**src/rtl/float8_mult_if.sv**
```systemverilog
// Operand/product bundle for the 1-3-4 minifloat multiplier.
// Clock and reset stay as plain ports on the multiplier itself.
interface float8_mult_if;
  logic [7:0] iNum1;
  logic [7:0] iNum2;
  logic [7:0] oNum;

  modport master (output iNum1, output iNum2, input oNum);
  modport slave  (input iNum1, input iNum2, output oNum);
endinterface

```
**src/rtl/float8_mult.sv**
```systemverilog
// Signed 1-3-4 minifloat multiplier (bias 4, no denormals) with a registered product.
// Mantissa is truncated and the exponent saturates high / flushes to zero low.
module float8_mult (
  input  logic        iClk,
  input  logic        iRst,
  float8_mult_if.slave bus
);
  localparam logic [7:0] ZERO  = 8'h00;
  localparam logic [7:0] UNITY = 8'h80;

  logic              sign;
  logic [9:0]        prod;
  logic signed [5:0] expSum;
  logic [3:0]        mant;
  logic [7:0]        nextNum;

  always_comb begin
    sign    = bus.iNum1[7] ^ bus.iNum2[7];
    prod    = {5'b0, 1'b1, bus.iNum1[3:0]} * {5'b0, 1'b1, bus.iNum2[3:0]};
    // Unbiased sum plus one when the significand product lands in [2,4).
    expSum  = $signed({3'b0, bus.iNum1[6:4]}) + $signed({3'b0, bus.iNum2[6:4]})
              + $signed({5'b0, prod[9]}) - 6'sd4;
    mant    = prod[9] ? prod[8:5] : prod[7:4];
    nextNum = ZERO;
    if (bus.iNum1 == ZERO || bus.iNum2 == ZERO)
      nextNum = ZERO;
    else if (bus.iNum1 == UNITY)
      nextNum = bus.iNum2;
    else if (bus.iNum2 == UNITY)
      nextNum = bus.iNum1;
    else if (expSum > 6'sd7)
      nextNum = {sign, 7'h7F};
    else if (expSum < 6'sd0)
      nextNum = ZERO;  // sign dropped too, so underflow never aliases unity
    else
      nextNum = {sign, expSum[2:0], mant};
  end

  always_ff @(posedge iClk or posedge iRst) begin
    if (iRst) bus.oNum <= ZERO;
    else      bus.oNum <= nextNum;
  end
endmodule

```
**src/flat_wrapper.sv**
```systemverilog
// flat-port wrapper written by rule: the top's interface ports become plain ports
module float8_mult_flat 
  (iClk, iRst, bus_iNum1, bus_iNum2, bus_oNum);
  float8_mult_if bus_i ();
  input  logic iClk;
  input  logic iRst;
  input wire logic [$bits(bus_i.iNum1)-1:0] bus_iNum1;
  input wire logic [$bits(bus_i.iNum2)-1:0] bus_iNum2;
  output wire logic [$bits(bus_i.oNum)-1:0] bus_oNum;
  assign bus_i.iNum1 = bus_iNum1;
  assign bus_i.iNum2 = bus_iNum2;
  assign bus_oNum = bus_i.oNum;
  float8_mult u_core (.iClk(iClk), .iRst(iRst), .bus(bus_i));
endmodule
```
**config.mk**
```make
export PLATFORM = sky130hd
export DESIGN_NAME = float8_mult_flat
export DESIGN_NICKNAME = d
export VERILOG_FILES = /design/src/rtl/float8_mult_if.sv /design/src/rtl/float8_mult.sv /design/src/flat_wrapper.sv
export SDC_FILE = /design/constraint.sdc
export NUM_CORES = 1
export LEC_CHECK = 0
export BUFFER_PORTS_ARGS = -buffer_cell sky130_fd_sc_hd__buf_4
export CAP_MARGIN = 5
export CORE_MARGIN = 2
export CORE_UTILIZATION = 45
export DETAILED_ROUTE_END_ITERATION = 7
export PLACE_DENSITY_LB_ADDON = 0.12
export SYNTH_ARGS = -nofsm -noshare
export SYNTH_HDL_FRONTEND = slang
export SYNTH_SLANG_ARGS = --single-unit
```
**constraint.sdc**
```tcl
create_clock -name iClk -period 0.8 [get_ports iClk]
set_clock_uncertainty 0.15 [all_clocks]
set_input_delay 0.16 -clock iClk [delete_from_list [all_inputs] [get_ports iClk]]
set_output_delay 0.16 -clock iClk [all_outputs]
set_load 0.005 [all_outputs]
```
==> results.toml <==
[outcome]
run_status = "finished with violations"
violated_checks = "negative hold slack, negative setup slack"

[routing]
avgViaCountPerCell = 5.34
detail_route.wl_per_cell_um = 13.5
drcViolationCount = 0
first_pass_iters = 4
ant_nets = 0
drt_wl_total_mm = 3.97
detailedRoute.firstIterationViolations = 92
routed_via_count = 1566

[logic_synthesis]
synthMuxAreaShare_pct = 2.74
synth.ff_latch_count = 8
adder_and_majority_gate_portion_of_the_synthesized_area_pct = 29.5
synth-simple-area-share_pct = 23.9
seq_area_frac_synth_pct = 13.7
area_of_the_mapped_netlist_um2 = 1460
synth_compound_gate_area_share_pct = 20.8
synth_edf_count = 0
synth.distinct_cells = 46
syn-mean-instance-area_um2 = 8.49
combinational_family_with_the_most_area_after_synthesis = "adder cells"
synthFlopType = "sky130_fd_sc_hd__dfrtp_1"
ys_warn_count = 0
synthesized_net_count = 219
netlist_instances = 172
post_synthesis_xor_xnor_area_fraction_pct = 3.00
synth_async_sr_flop_share_pct = 100

[timing]
fmaxAchievable_mhz = 250
setup_viol = 16
fin_hold_ws_ns = -0.309
rsz0062_at_grt = "true"
number_of_pins_exceeding_their_max_slew_limit_in_the_final_report = 0
final.setup.tns_ns = -27.17
timing.max_slew.rel_slack_pct = 66.4
period_minus_slack_ns = 4.00
period_share_pct = 501
finalWorstSetupSlack_ns = -3.20
hold_violations = 8
transition_time_of_the_tightest_slew_check_pin_ns = 0.499

[clock_tree]
ctsHtreeMaxLevel = 1
path_clk_slew_ns = 0.06
clock-sinks = 8
clock_tree.root_cell = "sky130_fd_sc_hd__clkbuf_4"
cts_inserted_buffers = 3
clockBufferDepth = 2
cts_tree = "done"

[die]
die_area_um2 = 3720
std_cell_rows = 20
die-height_um = 61.0
initial_core_util_pct = 47.4
die_x_um = 61.0
design.core.area_um2 = 3080
boundaryPins = 26

[finish]
largest_register = "u_core.bus.oNum"
area_growth_pct = 54.8
num-nets-final = 298
biggest_regs = "u_core.bus.oNum x8"
post_route_cells_drive_above_1_share_pct = 43.0
largest_reg_flops = 8
antenna_cells_inserted = 0

[place]
dp_hpwl_mm = 3.28
port-buffer-count = 25
globalplace.congestion = 0.885

[global_route]
grtUsageTotal_pct = 23.8
vias_in_the_first_global_route = 1530
maximum_number_of_pins_on_one_net_before_global_route_repair = 12
grt_pass1_wl_mm = 6.75
antenna_found_initial = 0
grt.overflow.total = 0

[critical_path]
critical_path_required_ns = 0.77
crit_path_end = "u_core.bus.oNum[3]"
path_class = "in2reg"
kind_of_capture_point_of_the_worst_setup_path = "register"
arrival_ns = 3.97
crit_path_start = "bus_iNum2[3]"
cp-start-kind = "primary input"
critical_path.max_fanout = 4

[power]
irDropWorstVdd_mv = 0.896
p_leak_nw = 1.13
design_power_total_w = 0.00401
pwr_density_cell_nw_per_um2 = 1770

[hold_path]
hold_path_class = "in2async"

[job]
max-cap-violations = 0
synth_stat cells (all sizes together), types with 2 or more instances:
| cell type | n | share of area, % |
|---|---|---|
| o22ai | 7 | 3.4 |
| mux2i | 4 | 2.7 |
| nor4 | 2 | 1.3 |
| nor3b | 2 | 1.0 |
| nand3 | 5 | 1.7 |
| xor2 | 2 | 1.2 |
| a21oi | 8 | 3.0 |
| and2 | 11 | 4.8 |
| a21o | 5 | 2.6 |
| and3 | 2 | 0.94 |
| buf | 2 | 0.69 |
| fa | 9 | 12 |
| o221ai | 2 | 1.2 |
| nor3 | 4 | 1.4 |
| nand2 | 16 | 4.1 |
| ha | 20 | 17 |
| dfrtp | 8 | 14 |
| nor2 | 10 | 2.6 |
| xnor2 | 3 | 1.8 |
| o211ai | 6 | 3.1 |
| o21ai | 4 | 2.1 |
| inv | 22 | 5.7 |
| nand4 | 3 | 2.7 |
| a211oi | 2 | 1.0 |
stage by stage:
stage	hold slack, ns	setup WS, ns	utilization [%]	std cells	instance area [um^2]
detailed placement	-0.0281	-3.59	67.3	284	2070
floorplan	-0.174	-3.29	-	172	1500
global placement	-0.0368	-3.52	67.3	284	2070
finish	-0.309	-3.20	73.5	293	2260
global route	-0.290	-3.33	73.5	293	2260
CTS	-0.295	-3.28	72.1	293	2220
cell type report:
class / count / area (um^2)
fillers: 246 / 817
well taps: 44 / 55.1
flip-flops and latches: 8 / 200
multi-input cells: 140 / 1280
clock buffers: 3 / 22.5
inverters: 22 / 82.6
repair buffers: 76 / 619
worst max-delay path: stages:
cell and delay, ns:
sky130_fd_sc_hd__buf_6 0.09, sky130_fd_sc_hd__and2_4 0.15, sky130_fd_sc_hd__fa_1 0.49, sky130_fd_sc_hd__inv_1 0.05, sky130_fd_sc_hd__fa_1 0.45, sky130_fd_sc_hd__fa_1 0.50, sky130_fd_sc_hd__inv_2 0.04, sky130_fd_sc_hd__ha_4 0.29
sky130_fd_sc_hd__nand3_4 0.07, sky130_fd_sc_hd__o21ai_4 0.19, sky130_fd_sc_hd__a221o_2 0.20, sky130_fd_sc_hd__nand4_4 0.08, sky130_fd_sc_hd__ha_4 0.18, sky130_fd_sc_hd__and2_4 0.13, sky130_fd_sc_hd__a2111o_1 0.38, sky130_fd_sc_hd__and2b_2 0.27
sky130_fd_sc_hd__o211ai_1 0.11, sky130_fd_sc_hd__o22ai_2 0.12
routing by layer:
layer | track usage [%] | part of all wire, % | vias up
li1 | - | - | 777
met1 | 34.1 | 47 | 745
met2 | 40.2 | 49 | 38
met3 | 1.28 | 3.1 | 6
met4 | 3.73 | 1.1 | 0
met5 | 0 | 0 | -
cell usage in the layout, fill, tap and decap left out, types with 4 or more instances in the layout:
master	count
sky130_fd_sc_hd__buf_4	63
sky130_fd_sc_hd__inv_1	21
sky130_fd_sc_hd__ha_1	17
sky130_fd_sc_hd__nand2_1	14
sky130_fd_sc_hd__buf_6	13
sky130_fd_sc_hd__fa_1	9
sky130_fd_sc_hd__nor2_1	8
sky130_fd_sc_hd__dfrtp_1	8
sky130_fd_sc_hd__and2_1	7
sky130_fd_sc_hd__a21oi_1	7
sky130_fd_sc_hd__o211ai_1	6
sky130_fd_sc_hd__a21o_1	5
sky130_fd_sc_hd__nand3_1	4
sky130_fd_sc_hd__nor3_1	4
sky130_fd_sc_hd__o22ai_1	4
sky130_fd_sc_hd__mux2i_1	4
timing repair:
item / in CTS / in global routing
setup buffers: 6 / 1
pin swaps: 21 / 18
endpoints found under the setup margin: 16 / 16
hold endpoints to repair: 8 / 8
gates resized for setup: 18 / 12
cells by family after synthesis:
family | Yosys count
compound gates | 41
fa+ha+maj | 29
mux | 4
xor+xnor | 5
simple gates | 61
flops | 8
buf+inv | 24
where the power goes:
group | total [W] | leakage [nW] | switching [W] | internal [W]
Combinational | 0.00305 | 1.03 | 0.00132 | 0.00173
Clock | 0.000301 | 0.0138 | 0.000130 | 0.000171
Sequential | 0.000657 | 0.0923 | 0.0000853 | 0.000571
worst min path at each step:
stage / startpoint / endpoint / cells after the start
4_1_cts: iRst / u_core.bus.oNum[6] / 2
6_report: iRst / u_core.bus.oNum[5] / 2
3_5_place_dp: iRst / u_core.bus.oNum[6] / 2
3_3_place_gp: iRst / u_core.bus.oNum[7] / 2
2_1_floorplan: iRst / u_core.bus.oNum[0] / 1
5_1_grt: iRst / u_core.bus.oNum[5] / 2
(Power assumes the default switching activity.)
